$ cat src/rtl/hazard_forward_ctrl_pkg.sv
// Shared types and constants for the hazard-detection / forwarding controller.
// Stage tuples store destinations at a fixed maximum width so that the same
// type serves every REG_ADDR_W up to MAX_REG_ADDR_W; narrower indices are
// zero-extended on entry.
package hazard_pkg;

    localparam int MAX_REG_ADDR_W = 8;

    localparam logic [MAX_REG_ADDR_W-1:0] REG_ZERO = '0;

    localparam logic [1:0] FWD_NONE = 2'b00;
    localparam logic [1:0] FWD_MEM  = 2'b01;
    localparam logic [1:0] FWD_WB   = 2'b10;

    typedef struct packed {
        logic                      valid;
        logic [MAX_REG_ADDR_W-1:0] dest;
        logic                      wb_en;
        logic                      mem_r;
    } stage_t;

    localparam stage_t STAGE_BUBBLE = '{valid: 1'b0, dest: REG_ZERO, wb_en: 1'b0, mem_r: 1'b0};

    // An entry only matters if it will really write a non-zero register.
    function automatic logic is_pending_writer(input stage_t s);
        return s.valid & s.wb_en & (s.dest != REG_ZERO);
    endfunction

endpackage

$ cat src/rtl/hazard_forward_ctrl_match.sv
// Per-operand comparator: tells whether one ID source operand depends on the
// destination of the EX, MEM or WB shadow entry.
module hazard_match
    import hazard_pkg::*;
#(
    parameter int REG_ADDR_W = 5
) (
    input  logic [REG_ADDR_W-1:0] src,
    input  logic                  src_used,
    input  stage_t                ex_stage,
    input  stage_t                mem_stage,
    input  stage_t                wb_stage,
    output logic                  match_ex,
    output logic                  match_mem,
    output logic                  match_wb
);

    logic [MAX_REG_ADDR_W-1:0] src_ext;

    // The load flag is irrelevant for matching; the EX load flag is consumed
    // by the parent, where the stall and forwarding decisions are made.
    logic unused_load_bits;
    assign unused_load_bits = ^{ex_stage.mem_r, mem_stage.mem_r, wb_stage.mem_r};

    assign src_ext = MAX_REG_ADDR_W'(src);

    // Compare the operand against each pending writer; unread operands never match.
    always_comb begin
        match_ex  = src_used & is_pending_writer(ex_stage)  & (src_ext == ex_stage.dest);
        match_mem = src_used & is_pending_writer(mem_stage) & (src_ext == mem_stage.dest);
        match_wb  = src_used & is_pending_writer(wb_stage)  & (src_ext == wb_stage.dest);
    end

endmodule

$ cat src/rtl/hazard_forward_ctrl.sv
// Hazard-detection and forwarding controller for the 5-stage pipeline.
// Keeps a private shadow of the EX/MEM/WB destination tuples, raises a
// combinational stall for unresolvable dependencies, and registers the
// EXE-stage operand mux selects alongside the instruction entering EX.
// REG_ADDR_W must not exceed hazard_pkg::MAX_REG_ADDR_W.
module hazard_forward_ctrl
    import hazard_pkg::*;
#(
    parameter int REG_ADDR_W       = 5,
    parameter int NUM_SRC          = 2,
    parameter int RF_WRITE_THROUGH = 1,
    parameter int CNT_W            = 16
) (
    input  logic                          clk,
    input  logic                          rst,
    input  logic                          fwd_en,
    input  logic                          flush,
    input  logic                          id_valid,
    input  logic [NUM_SRC*REG_ADDR_W-1:0] id_src,
    input  logic [NUM_SRC-1:0]            id_src_used,
    input  logic [REG_ADDR_W-1:0]         id_dest,
    input  logic                          id_wb_en,
    input  logic                          id_mem_r_en,
    output logic                          stall,
    output logic [2*NUM_SRC-1:0]          fwd_sel,
    output logic [CNT_W-1:0]              stall_count
);

    stage_t ex_q;
    stage_t mem_q;
    stage_t wb_q;
    stage_t id_entry;

    logic [NUM_SRC-1:0]   m_ex;
    logic [NUM_SRC-1:0]   m_mem;
    logic [NUM_SRC-1:0]   m_wb;

    logic                 stall_int;
    logic                 advance;
    logic [2*NUM_SRC-1:0] fwd_next;
    logic [2*NUM_SRC-1:0] fwd_sel_q;
    logic [CNT_W-1:0]     stall_count_q;

    // One comparator per source operand.
    for (genvar g = 0; g < NUM_SRC; g++) begin : g_match
        hazard_match #(
            .REG_ADDR_W (REG_ADDR_W)
        ) u_match (
            .src       (id_src[g*REG_ADDR_W +: REG_ADDR_W]),
            .src_used  (id_src_used[g]),
            .ex_stage  (ex_q),
            .mem_stage (mem_q),
            .wb_stage  (wb_q),
            .match_ex  (m_ex[g]),
            .match_mem (m_mem[g]),
            .match_wb  (m_wb[g])
        );
    end

    // Stall only for a live, unsquashed ID instruction; forwarding mode leaves
    // load-use as the only hazard, stall-only mode waits for every writer.
    always_comb begin
        stall_int = 1'b0;
        if (rst && id_valid && !flush) begin
            if (fwd_en) begin
                stall_int = (|m_ex) & ex_q.mem_r;
            end else begin
                stall_int = |(m_ex | m_mem);
                if (RF_WRITE_THROUGH == 0) begin
                    stall_int = stall_int | (|m_wb);
                end
            end
        end
    end

    // Operand select for the instruction about to enter EX; the youngest
    // producer is checked first so it takes priority.
    always_comb begin
        fwd_next = '0;
        if (fwd_en) begin
            for (int k = 0; k < NUM_SRC; k++) begin
                if (m_ex[k] && !ex_q.mem_r) begin
                    fwd_next[2*k +: 2] = FWD_MEM;
                end else if (m_mem[k]) begin
                    fwd_next[2*k +: 2] = FWD_WB;
                end else if ((RF_WRITE_THROUGH == 0) && m_wb[k]) begin
                    fwd_next[2*k +: 2] = FWD_WB;
                end else begin
                    fwd_next[2*k +: 2] = FWD_NONE;
                end
            end
        end
    end

    assign advance = id_valid & ~stall_int & ~flush;

    assign id_entry = '{valid: 1'b1,
                        dest:  MAX_REG_ADDR_W'(id_dest),
                        wb_en: id_wb_en,
                        mem_r: id_mem_r_en};

    // Shadow pipeline shift, registered forwarding selects and the saturating
    // stall counter; EX takes a bubble whenever ID does not advance.
    always_ff @(posedge clk) begin
        if (!rst) begin
            ex_q          <= STAGE_BUBBLE;
            mem_q         <= STAGE_BUBBLE;
            wb_q          <= STAGE_BUBBLE;
            fwd_sel_q     <= '0;
            stall_count_q <= '0;
        end else begin
            wb_q      <= mem_q;
            mem_q     <= ex_q;
            ex_q      <= advance ? id_entry : STAGE_BUBBLE;
            fwd_sel_q <= advance ? fwd_next : '0;
            if (stall_int && (stall_count_q != {CNT_W{1'b1}})) begin
                stall_count_q <= stall_count_q + CNT_W'(1);
            end
        end
    end

    assign stall       = stall_int;
    assign fwd_sel     = fwd_sel_q;
    assign stall_count = stall_count_q;

endmodule

$ cat config.mk
export PLATFORM = sky130hd
export DESIGN_NAME = hazard_forward_ctrl
export DESIGN_NICKNAME = d
export VERILOG_FILES = /design/src/rtl/hazard_forward_ctrl_pkg.sv /design/src/rtl/hazard_forward_ctrl_match.sv /design/src/rtl/hazard_forward_ctrl.sv
export SDC_FILE = /design/constraint.sdc
export NUM_CORES = 1
export LEC_CHECK = 0
export BUFFER_PORTS_ARGS = -buffer_cell sky130_fd_sc_hd__buf_2
export CORE_MARGIN = 2
export CORE_UTILIZATION = 55
export CTS_CLUSTER_SIZE = 24
export DETAILED_ROUTE_END_ITERATION = 16
export GPL_ROUTABILITY_DRIVEN = 0
export PLACE_DENSITY = 0.88
export SETUP_SLACK_MARGIN = 0.3
export SYNTH_ARGS = -nofsm -noshare
export SYNTH_HDL_FRONTEND = slang
export SYNTH_HIERARCHICAL = 1
export SYNTH_SLANG_ARGS = --single-unit
export TNS_END_PERCENT = 30
$ cat constraint.sdc
create_clock -name clk -period 2.5 [get_ports clk]
set_input_delay 0.375 -clock clk [delete_from_list [all_inputs] [get_ports clk]]
set_output_delay 0.375 -clock clk [all_outputs]
set_load 0.005 [all_outputs]
==> out/summary.json, run 1 <==
{
  "final_layout": {
    "growth_of_design_area_from_synthesis_to_finish_pct": 28.0,
    "final_nets": 279,
    "area.sequential_um2": 713,
    "antennaDiodeCount": 0,
    "number_of_fill_cells": 247,
    "post_route_cells_drive_above_1_share": 0.341,
    "stdcell_area_um2": 2250,
    "multi_input_area_um2": 1090
  },
  "timing": {
    "period_minus_slack_ns": 2.38,
    "finalWorstSetupSlack_ns": 0.116,
    "fmax_mhz": 419,
    "finalSetupTns_ns": 0,
    "finalSetupViolations": 0,
    "timing.hold.ws_ns": 0.229,
    "period_share": 0.954,
    "grt_setup_unrepaired": "yes",
    "maxSlewViolCount": 0,
    "finalHoldViolCount": 0,
    "fin_worst_skew_ns": 0.00570
  },
  "clock_network": {
    "cts_root_buf": "sky130_fd_sc_hd__clkbuf_4",
    "htreeDepth": 2,
    "cts.reportedPaths.clkPinSlew_ns": 0.10,
    "ctsHoldBuffers": 0,
    "cts_tree": "yes",
    "cts-buffers-inserted": 5,
    "tritoncts_num_sinks": 35,
    "cts_buffer_depth": 2,
    "worst_skew_pair.late_latency_ns": 0.34
  },
  "routing": {
    "initial_drc_count": 42,
    "detailedRoute.firstPassIterationCount": 4,
    "vias_per_cell": 5.20,
    "antenna_left": 0,
    "drcViolationCount": 0,
    "met2WireLength_mm": 1.91,
    "route.layer.met1.wl_mm": 1.54,
    "total_length_of_routed_met3_wires_um": 218,
    "avgRoutedWirePerCell_um": 12.5,
    "finalWirelength_mm": 3.74,
    "via_count": 1554,
    "highest-signal-layer": "met4"
  },
  "floorplan": {
    "fp.dieH_um": 60.5,
    "floorplan.initialDensity": 0.576,
    "floorplan.die.width_um": 60.5,
    "design.die.area_um2": 3660,
    "design.core.area_um2": 3050,
    "floorplan_row_count": 20,
    "io_pins": 45
  },
  "power": {
    "share_seq_of_total_power": 0.613,
    "share_comb_of_total_power": 0.075,
    "p_switching_uw": 227,
    "power_report.internal_total_uw": 700,
    "switching_share": 0.245,
    "power.leakage_uw": 0.00104,
    "ir_drop_mv": 0.302,
    "pwr-share-clk": 0.312,
    "powerDensity_nw_per_um2": 412
  },
  "worst_hold_path": {
    "holdCritPathClass": "input port to flip-flop"
  },
  "critical_path": {
    "setup.worst_path.end_class": "primary output",
    "critical_path.startpoint_type": "flip-flop",
    "worst_ep_arrival_time_ns": 2.01,
    "critical_path_required_ns": 2.12,
    "worst-path-max-fanout": 4,
    "criticalPathCategory": "flip-flop to primary output"
  },
  "outcome": {
    "outcome": "completed"
  },
  "job": {
    "drv_cap": 0
  },
  "placed_design": {
    "port_buffers": 44,
    "placed_area_um2": 2080,
    "pre_cts_slack_ns": -0.0384,
    "placed_wire_length_estimate_mm": 2.73
  },
  "global_route": {
    "grt_first_pass_wirelength_mm": 5.72,
    "gr-total-overflow": 0,
    "antenna_found_initial": 0,
    "vias_in_the_first_global_route": 1368,
    "grt_start_max_net_pins": 21,
    "globalRouteTotalUtil": 0.215
  },
  "synth": {
    "syn_area_per_cell_um2": 9.50,
    "synth_cells": 185,
    "synth-warning-count": 6,
    "syn-cell-area_um2": 1760
  }
}
## power by group through the flow
stage	clock network (uW)	logic, uW	registers [uW]
6_report	289	69.4	569
3_3_place_gp	0	64.3	582
3_5_place_dp	0	66.4	582
2_1_floorplan	0	39.0	581
5_1_grt	326	77.0	570
4_1_cts	300	67.6	570
## worst paths after layout
path,start,end,slack (ns),depth (start not counted)
min,id_wb_en,ex_q[1],0.23,2
max reg2reg,mem_q[5],stall_count[11],0.16,10
max,mem_q[5],stall,0.12,7
min reg2reg,ex_q[0],fwd_sel[0],0.49,1
## layer usage
metal  track usage  vias to the layer above
met3        0.0576                        8
met1         0.231                      712
met2         0.388                       53
met4         0.109                        0
met5             0                        -
li1              -                      781
## final cells by class
type                    count  area share
clock buffers               5      0.0167
clock inverters             3     0.00667
inverters                   5     0.00834
multi-input cells         152       0.486
flip-flops and latches     35       0.317
well taps                  44      0.0245
repair buffers             55       0.141
## what timing repair did
item	CTS	global route
resized for setup	11	13
pin swaps	7	8
endpoints found under the setup margin	17	27
setup buffers	3	3
hold endpoints to repair	0	0
## critical path, cell delays in order (launching register included)
cell	delay, ns
sky130_fd_sc_hd__dfxtp_2	0.36
sky130_fd_sc_hd__xor2_1	0.15
sky130_fd_sc_hd__nor4_2	0.32
sky130_fd_sc_hd__o2111a_2	0.29
sky130_fd_sc_hd__o21bai_4	0.08
sky130_fd_sc_hd__a221oi_4	0.25
sky130_fd_sc_hd__buf_6	0.14
sky130_fd_sc_hd__buf_6	0.08
## metrics by stage
| stage | util | cells | power, uW |
|---|---|---|---|
| after floorplan | - | 196 | 620 |
| after global routing | 0.737 | 299 | 973 |
| final | 0.737 | 299 | 927 |
| after global placement | 0.680 | 285 | 646 |
| after detailed placement | 0.680 | 285 | 649 |
| after CTS | 0.717 | 296 | 937 |
## registers in the layout (all words and copies together) (netlist names)
register / flops
stall_count: 16
ex_q: 8
mem_q: 7
fwd_sel: 4
## layout by cell type (no fill, tap or decap), drive strengths merged, types with 6 or more instances in the layout
cell	instances
nand4	6
conb	12
mux2i	9
buf	55
nor4	9
dfxtp	35
nor2	14
and4	6
xor2	19
and2	14
nand2	16
Power figures use the tool's default switching activity.
==> inputs of run 2 (changes only) <==
--- a/config.mk
+++ b/config.mk
@@ -6,12 +6,13 @@
 export NUM_CORES = 1
 export LEC_CHECK = 0
 export BUFFER_PORTS_ARGS = -buffer_cell sky130_fd_sc_hd__buf_2
+export CORE_ASPECT_RATIO = 1.75
 export CORE_MARGIN = 2
 export CORE_UTILIZATION = 55
 export CTS_CLUSTER_SIZE = 24
 export DETAILED_ROUTE_END_ITERATION = 16
 export GPL_ROUTABILITY_DRIVEN = 0
-export PLACE_DENSITY = 0.88
+export PLACE_DENSITY_LB_ADDON = 0.25
 export SETUP_SLACK_MARGIN = 0.3
 export SYNTH_ARGS = -nofsm -noshare
 export SYNTH_HDL_FRONTEND = slang
==> run 2 against run 1 <==
  * Hold slack improved by 0.056 ns
  * Critical path depth increased by 1
  * Clock skew decreased by 0.00090 ns
  * Final cell count increased by 1.3%
  * Setup slack got worse by 0.050 ns
  * Via count increased by 1.1%
  * Critical path type unchanged
  * Highest routed layer unchanged
==> out/summary.json, run 2 (synthesized netlist as in run 1, its figures left out) <==
{
  "outcome": {
    "outcome": {"value": "completed", "change": "unchanged"}
  },
  "power": {
    "powerDensity": {"value": 454, "unit": "nW/um^2", "change": "was 412 nW/um^2"},
    "ir_drop": {"value": 0.404, "unit": "mV", "change": "was 0.302 mV"},
    "power.leakage": {"value": 0.00108, "unit": "uW", "change": "was 0.00104 uW"}
  },
  "floorplan": {
    "floorplan_row_count": {"value": 27, "change": "was 20"},
    "floorplan.die.width": {"value": 46.7, "unit": "um", "change": "was 60.5 um"},
    "design.core.area": {"value": 3110, "unit": "um^2", "change": "was 3050 um^2"},
    "io_pins": {"value": 45, "change": "unchanged"},
    "fp.dieH": {"value": 78.8, "unit": "um", "change": "was 60.5 um"},
    "floorplan.initialDensity": {"value": 0.566, "change": "was 0.576"},
    "design.die.area": {"value": 3680, "unit": "um^2", "change": "was 3660 um^2"}
  },
  "clock_network": {
    "ctsHoldBuffers": {"value": 0, "change": "unchanged"},
    "tritoncts_num_sinks": {"value": 35, "change": "unchanged"},
    "cts.reportedPaths.clkPinSlew": {"value": 0.07, "unit": "ns", "change": "was 0.10 ns"},
    "htreeDepth": {"value": 2, "change": "unchanged"},
    "cts_root_buf": {"value": "sky130_fd_sc_hd__clkbuf_8", "change": "was sky130_fd_sc_hd__clkbuf_4"},
    "cts_buffer_depth": {"value": 2, "change": "unchanged"},
    "cts_tree": {"value": "yes", "change": "unchanged"},
    "cts-buffers-inserted": {"value": 5, "change": "unchanged"},
    "worst_skew_pair.late_latency": {"value": 0.28, "unit": "ns", "change": "was 0.34 ns"}
  },
  "routing": {
    "antenna_left": {"value": 0, "change": "unchanged"},
    "vias_per_cell": {"value": 5.18, "change": "was 5.20"},
    "finalWirelength": {"value": 4.11, "unit": "mm", "change": "was 3.74 mm"},
    "detailedRoute.firstPassIterationCount": {"value": 3, "change": "was 4"},
    "drcViolationCount": {"value": 0, "change": "unchanged"},
    "via_count": {"value": 1571, "change": "was 1,554"},
    "initial_drc_count": {"value": 20, "change": "was 42"},
    "avgRoutedWirePerCell": {"value": 13.6, "unit": "um", "change": "was 12.5 um"}
  },
  "placed_design": {
    "placed_area": {"value": 2110, "unit": "um^2", "change": "was 2080 um^2"},
    "number_of_placed_instances_with_taps_included": {"value": 289, "change": "was 285"},
    "placed_wire_length_estimate": {"value": 2.93, "unit": "mm", "change": "was 2.73 mm"},
    "port_buffers": {"value": 44, "change": "unchanged"}
  },
  "timing": {
    "fin_worst_skew": {"value": 0.00480, "unit": "ns", "change": "was 0.00570 ns"},
    "slew_headroom": 0.662,
    "max_slew.worst_pin.slew_ns": 0.505,
    "fmax": {"value": 411, "unit": "MHz", "change": "was 419 MHz"},
    "period_share": {"value": 0.974, "change": "was 0.954"},
    "finalSetupViolations": {"value": 0, "change": "unchanged"},
    "timing.hold.ws": {"value": 0.285, "unit": "ns", "change": "was 0.229 ns"},
    "finalHoldViolCount": {"value": 0, "change": "unchanged"},
    "maxSlewViolCount": {"value": 0, "change": "unchanged"},
    "period_minus_slack": {"value": 2.43, "unit": "ns", "change": "was 2.38 ns"},
    "finalSetupTns": {"value": 0, "unit": "ns", "change": "unchanged"},
    "grt_setup_unrepaired": {"value": "yes", "change": "unchanged"}
  },
  "critical_path": {
    "criticalPathCategory": {"value": "flip-flop to primary output", "change": "unchanged"},
    "critical_path_required": {"value": 2.12, "unit": "ns", "change": "about the same"},
    "worst_ep_arrival_time": {"value": 2.06, "unit": "ns", "change": "was 2.01 ns"},
    "worst-path-max-fanout": {"value": 6, "change": "was 4"},
    "critical_path.startpoint_type": {"value": "flip-flop", "change": "unchanged"},
    "setup.worst_path.end_class": {"value": "primary output", "change": "unchanged"}
  },
  "final_layout": {
    "stdcell_area": {"value": 2320, "unit": "um^2", "change": "was 2250 um^2"},
    "final_nets": {"value": 285, "change": "was 279"},
    "growth_of_design_area_from_synthesis_to_finish": {"value": 31.7, "unit": "%", "change": "was 28.0%"},
    "number_of_fill_cells": {"value": 263, "change": "was 247"},
    "layout.cells.most_common": {"value": "sky130_fd_sc_hd__buf_2", "change": "unchanged"},
    "antennaDiodeCount": {"value": 0, "change": "unchanged"},
    "post_route_cells_drive_above_1_share": {"value": 0.342, "change": "was 0.341"},
    "mostFrequentLayoutCells": {"value": "sky130_fd_sc_hd__buf_2, sky130_fd_sc_hd__dfxtp_1, sky130_fd_sc_hd__xor2_1", "change": "unchanged"},
    "largest_reg_flops": {"value": 16, "change": "unchanged"},
    "finish.cell_count_without_fillers": {"value": 303, "change": "was 299"}
  },
  "global_route": {
    "globalRouteTotalUtil": {"value": 0.239, "change": "was 0.215"},
    "grt_start_max_net_pins": {"value": 21, "change": "unchanged"},
    "antenna_found_initial": {"value": 0, "change": "unchanged"},
    "gr-total-overflow": {"value": 0, "change": "unchanged"},
    "grt_first_pass_wirelength": {"value": 6.37, "unit": "mm", "change": "was 5.72 mm"},
    "vias_in_the_first_global_route": {"value": 1527, "change": "was 1,368"}
  },
  "worst_hold_path": {
    "holdCritPathClass": {"value": "input port to flip-flop", "change": "unchanged"}
  },
  "job": {
    "drv_cap": {"value": 0, "change": "unchanged"}
  }
}
## run 2: cell count changes in the layout (fill, tap and decap cells not counted), moves of 2 or more
cell / change
sky130_fd_sc_hd__clkinv_2: -2
sky130_fd_sc_hd__dfxtp_1: +2
sky130_fd_sc_hd__buf_4: +5
sky130_fd_sc_hd__clkbuf_4: -5
sky130_fd_sc_hd__dfxtp_2: -3
sky130_fd_sc_hd__clkbuf_8: +6
## run 2: metal layers
metal	vias up	global-route usage	part of all wire
met4	0	0.117	0.021
li1	797	-	-
met2	30	0.456	0.60
met1	736	0.216	0.35
met3	8	0.0523	0.032
met5	-	0	0
## run 2: worst max-delay path: stages, from the launching register on
cell and delay, ns:
sky130_fd_sc_hd__dfxtp_4 0.36, sky130_fd_sc_hd__xor2_1 0.14, sky130_fd_sc_hd__nor4_1 0.29, sky130_fd_sc_hd__buf_4 0.16, sky130_fd_sc_hd__o2111a_1 0.21, sky130_fd_sc_hd__nor2_2 0.06, sky130_fd_sc_hd__a221oi_4 0.30, sky130_fd_sc_hd__buf_6 0.17
sky130_fd_sc_hd__buf_6 0.09
## run 2: area by class of cell
| cell class | instances | area [um^2] | area share |
|---|---|---|---|
| well taps | 43 | 53.8 | 0.0232 |
| repair buffers | 61 | 365 | 0.158 |
| clock inverters | 1 | 5.00 | 0.00216 |
| inverters | 5 | 18.8 | 0.00810 |
| flip-flops and latches | 35 | 713 | 0.308 |
| multi-input cells | 152 | 1080 | 0.465 |
| clock buffers | 6 | 82.6 | 0.0357 |
## run 2: path summary, 6_finish.rpt
kind / from / to / slack, ns / cells past startpoint
max: ex_q[3] / stall / 0.07 / 8
min reg2reg: ex_q[0] / fwd_sel[0] / 0.49 / 1
min: id_mem_r_en / ex_q[0] / 0.28 / 2
max reg2reg: ex_q[3] / stall_count[11] / 0.10 / 10
## run 2: repair_timing
| action | 4_1_cts | 5_1_grt |
|---|---|---|
| gates resized for setup | 9 | 11 |
| pin swaps | 7 | 9 |
| endpoints found under the setup margin | 19 | 27 |
| setup buffers | 4 | 3 |
## run 2: report_power, final
group / switching (uW) / leakage [uW] / internal [uW]
Sequential: 6.43 / 0.000286 / 562
Combinational: 39.6 / 0.000743 / 37.2
Clock: 191 / 0.0000470 / 216
Total: 237 / 0.00108 / 815
## run 2: metrics by stage
stage | setup slack, ns | total power [uW] | utilization
after detailed placement | 0.00172 | 655 | 0.680
after CTS | 0.0483 | 1060 | 0.728
after global routing | -0.0954 | 1090 | 0.745
after global placement | 0.00464 | 653 | 0.680
final | 0.0653 | 1050 | 0.745
after floorplan | 0.290 | 620 | -
==> inputs of run 3 (changes only) <==
--- a/config.mk
+++ b/config.mk
@@ -8,7 +8,7 @@
 export BUFFER_PORTS_ARGS = -buffer_cell sky130_fd_sc_hd__buf_2
 export CORE_ASPECT_RATIO = 1.75
 export CORE_MARGIN = 2
-export CORE_UTILIZATION = 55
+export CORE_UTILIZATION = 49
 export CTS_CLUSTER_SIZE = 24
 export DETAILED_ROUTE_END_ITERATION = 16
 export GPL_ROUTABILITY_DRIVEN = 0
==> constraint.sdc (replaced) <==
create_clock -name clk -period 2.2 [get_ports clk]
set_input_delay 0.33 -clock clk [delete_from_list [all_inputs] [get_ports clk]]
set_output_delay 0.33 -clock clk [all_outputs]
set_load 0.005 [all_outputs]
==> run 3 against run 2 <==
  * The flow now finishes with violations (negative setup slack)
  * Setup slack got worse by 0.22 ns
  * Clock power rose by 43%
  * Via count rose by 1.6%
  * Design area rose by 3.6%
  * Flip-flop and latch count did not move
  * First-iteration DRC count fell by 20%
  * Sequential power rose by 14%
  * Hold slack got worse by 0.054 ns
  * Power rose by 26%
  * Critical path type unchanged
  * Largest cell class unchanged
==> out/summary.json, run 3 (synthesized netlist as in run 1, its figures left out) <==
{
  "outcome": {
    "outcome": {"value": "finished with violations", "change": "was completed"},
    "failed_checks": "negative setup slack"
  },
  "final_layout": {
    "final_nets": {"value": 289, "change": "was 285"},
    "largest_reg_flops": {"value": 16, "change": "unchanged"},
    "post_route_cells_drive_above_1_share": {"value": 0.370, "change": "was 0.342"},
    "layout.cells.most_common": {"value": "sky130_fd_sc_hd__buf_2", "change": "unchanged"},
    "growth_of_design_area_from_synthesis_to_finish": {"value": 36.4, "unit": "%", "change": "was 31.7%"},
    "antennaDiodeCount": {"value": 0, "change": "unchanged"},
    "mostFrequentLayoutCells": {"value": "sky130_fd_sc_hd__buf_2, sky130_fd_sc_hd__dfxtp_1, sky130_fd_sc_hd__buf_4", "change": "was sky130_fd_sc_hd__buf_2, sky130_fd_sc_hd__dfxtp_1, sky130_fd_sc_hd__xor2_1"},
    "number_of_fill_cells": {"value": 278, "change": "was 263"}
  },
  "timing": {
    "maxSlewViolCount": {"value": 0, "change": "unchanged"},
    "fmax_mhz": 424,
    "period_minus_slack_ns": 2.36,
    "fin_worst_skew": {"value": 0.00531, "unit": "ns", "change": "was 0.00480 ns"},
    "finalSetupViolations": {"value": 16, "change": "was 0"},
    "period_share": 1.07,
    "finalHoldViolCount": {"value": 0, "change": "unchanged"},
    "finalWorstSetupSlack": {"value": -0.158, "unit": "ns", "change": "was 0.0653 ns"},
    "grt_setup_unrepaired": {"value": "yes", "change": "unchanged"},
    "finalSetupTns": {"value": -0.891, "unit": "ns", "change": "was 0 ns"}
  },
  "global_route": {
    "grt_first_pass_wirelength": {"value": 6.89, "unit": "mm", "change": "was 6.37 mm"},
    "grt_start_max_net_pins": {"value": 21, "change": "unchanged"},
    "antenna_found_initial": {"value": 0, "change": "unchanged"},
    "vias_in_the_first_global_route": {"value": 1595, "change": "was 1,527"},
    "gr-total-overflow": {"value": 0, "change": "unchanged"},
    "globalRouteTotalUtil": {"value": 0.216, "change": "was 0.239"}
  },
  "floorplan": {
    "io_pins": {"value": 45, "change": "unchanged"},
    "fp.dieH": {"value": 83.2, "unit": "um", "change": "was 78.8 um"},
    "floorplan_row_count": {"value": 28, "change": "was 27"},
    "floorplan.die.width": {"value": 49.3, "unit": "um", "change": "was 46.7 um"},
    "design.die.area": {"value": 4100, "unit": "um^2", "change": "was 3680 um^2"},
    "design.core.area": {"value": 3400, "unit": "um^2", "change": "was 3110 um^2"},
    "floorplan.initialDensity": {"value": 0.517, "change": "was 0.566"}
  },
  "critical_path": {
    "worst_ep_arrival_time": {"value": 2.03, "unit": "ns", "change": "was 2.06 ns"},
    "setup.worst_path.start": {"value": "mem_q[3]", "change": "was ex_q[3]"},
    "reg2reg_from": {"value": "mem_q[3]", "change": "was ex_q[3]"},
    "setup.worst_path.end_class": {"value": "primary output", "change": "unchanged"},
    "cp_common_cell": {"value": "sky130_fd_sc_hd__buf_6", "change": "unchanged"},
    "delay_heaviest_family_cp": {"value": "compound AO/OA/AOI/OAI gates", "change": "unchanged"},
    "slowest_delay": {"value": 0.34, "unit": "ns", "change": "was 0.36 ns"},
    "critical_path.n_buffers_inverters": {"value": 2, "change": "was 3"},
    "path_cells": {"value": "xor2_1 > nor4_2 > o2111a_2 > o21bai_4 > a221oi_4 > buf_6 > buf_6", "change": "was xor2_1 > nor4_1 > buf_4 > o2111a_1 > nor2_2 > a221oi_4 > buf_6 > buf_6"},
    "r2r_slack": {"value": -0.10, "unit": "ns", "change": "was 0.10 ns"},
    "worst-path-max-fanout": {"value": 4, "change": "was 6"},
    "criticalPathCategory": {"value": "flip-flop to primary output", "change": "unchanged"},
    "reg2reg_depth": {"value": 9, "change": "was 10"},
    "critical_path_required": {"value": 1.87, "unit": "ns", "change": "was 2.12 ns"},
    "critical_path_cell_count": {"value": 7, "change": "was 8"},
    "crit_path_top_delay_cell": {"value": "sky130_fd_sc_hd__dfxtp_2", "change": "was sky130_fd_sc_hd__dfxtp_4"},
    "critical_path.startpoint_type": {"value": "flip-flop", "change": "unchanged"}
  },
  "routing": {
    "via_count": {"value": 1596, "change": "was 1,571"},
    "drcViolationCount": {"value": 0, "change": "unchanged"},
    "avgRoutedWirePerCell": {"value": 13.7, "unit": "um", "change": "was 13.6 um"},
    "finalWirelength": {"value": 4.25, "unit": "mm", "change": "was 4.11 mm"},
    "antenna_left": {"value": 0, "change": "unchanged"},
    "vias_per_cell": {"value": 5.15, "change": "was 5.18"},
    "initial_drc_count": {"value": 16, "change": "was 20"},
    "detailedRoute.firstPassIterationCount": {"value": 4, "change": "was 3"}
  },
  "clock_network": {
    "cts_root_buf": {"value": "sky130_fd_sc_hd__clkbuf_8", "change": "unchanged"},
    "htreeDepth": {"value": 2, "change": "unchanged"},
    "worst_skew_pair.late_latency": {"value": 0.29, "unit": "ns", "change": "was 0.28 ns"},
    "cts_tree": {"value": "yes", "change": "unchanged"},
    "ctsHoldBuffers": {"value": 0, "change": "unchanged"},
    "cts.reportedPaths.clkPinSlew": {"value": 0.07, "unit": "ns", "change": "about the same"},
    "cts_buffer_depth": {"value": 2, "change": "unchanged"},
    "cts-buffers-inserted": {"value": 5, "change": "unchanged"},
    "tritoncts_num_sinks": {"value": 35, "change": "unchanged"}
  },
  "placed_design": {
    "placed_wire_length_estimate": {"value": 3.08, "unit": "mm", "change": "was 2.93 mm"},
    "pre_cts_slack": {"value": -0.345, "unit": "ns", "change": "was 0.00172 ns"},
    "port_buffers": {"value": 44, "change": "unchanged"}
  },
  "worst_hold_path": {
    "hold_path_depth": {"value": 2, "change": "unchanged"},
    "worst_hold_startpoint": {"value": "id_dest[0]", "change": "was id_mem_r_en"},
    "holdCritPathClass": {"value": "input port to flip-flop", "change": "unchanged"}
  },
  "power": {
    "powerDensity": {"value": 551, "unit": "nW/um^2", "change": "was 454 nW/um^2"},
    "power.leakage": {"value": 0.00111, "unit": "uW", "change": "was 0.00108 uW"},
    "ir_drop": {"value": 0.931, "unit": "mV", "change": "was 0.404 mV"}
  },
  "job": {
    "drv_cap": {"value": 0, "change": "unchanged"}
  }
}
==> run 3: changes by cell type in the layout (fill, tap and decap cells not counted), moves of 2 or more <==
cell,before,now
sky130_fd_sc_hd__nor4_1,6,3
sky130_fd_sc_hd__dfxtp_2,4,6
sky130_fd_sc_hd__buf_4,14,19
sky130_fd_sc_hd__dfxtp_4,2,0
sky130_fd_sc_hd__nor4_2,2,5
==> run 3: power breakdown <==
part / internal, uW / switching, uW / leakage (uW)
sequential: 640 / 7.24 / 0.000286
combinational: 46.5 / 49.2 / 0.000768
clock: 337 / 243 / 0.0000581
total: 1020 / 299 / 0.00111
==> run 3: worst register-to-register path, stage by stage (launching register included) <==
cell and delay [ns]:
sky130_fd_sc_hd__dfxtp_2 0.34, sky130_fd_sc_hd__xor2_1 0.18, sky130_fd_sc_hd__nor4_2 0.32, sky130_fd_sc_hd__o2111a_2 0.29, sky130_fd_sc_hd__o21bai_4 0.08, sky130_fd_sc_hd__a221oi_4 0.29, sky130_fd_sc_hd__nor4b_4 0.24, sky130_fd_sc_hd__buf_4 0.18
sky130_fd_sc_hd__nand4_1 0.12, sky130_fd_sc_hd__mux2i_1 0.15
==> run 3: metal layers <==
layer	routed length, um	global-route usage	vias to the layer above
li1	-	-	802
met1	1600	0.198	744
met2	2360	0.421	38
met3	137	0.0414	12
met4	155	0.119	0
met5	0	0	-
==> run 3: repair_timing <==
action / 4_1_cts / 5_1_grt
gates cloned: 0 / 0
pin swaps: 7 / 10
gates resized for setup: 12 / 8
setup buffers: 4 / 3
setup endpoints to repair: 29 / 29
==> run 3: area by class of cell <==
| type | count | area (um^2) | share of cell area |
|---|---|---|---|
| clock inverter | 3 | 43.8 | 0.0183 |
| tap | 45 | 56.3 | 0.0235 |
| multi-input combinational | 152 | 1110 | 0.463 |
| clock buffer | 5 | 68.8 | 0.0287 |
| sequential | 35 | 708 | 0.295 |
| timing repair buffer | 65 | 392 | 0.163 |
| inverter | 5 | 18.8 | 0.00782 |
==> run 3: worst paths after layout <==
path	end
hold / removal	ex_q[2]
setup reg to reg	stall_count[11]
hold reg to reg	fwd_sel[2]
setup / recovery	stall
==> run 3: stage by stage <==
| step | hold slack, ns | utilization | power (uW) | cells | instance area (um^2) |
|---|---|---|---|---|---|
| 2_1_floorplan | 0.436 | - | 704 | 196 | 1800 |
| 3_3_place_gp | 0.457 | 0.632 | 746 | 295 | 2150 |
| 3_5_place_dp | 0.468 | 0.632 | 748 | 295 | 2150 |
| 4_1_cts | 0.227 | 0.689 | 1330 | 307 | 2340 |
| 5_1_grt | 0.227 | 0.706 | 1380 | 310 | 2400 |
| 6_report | 0.231 | 0.706 | 1320 | 310 | 2400 |
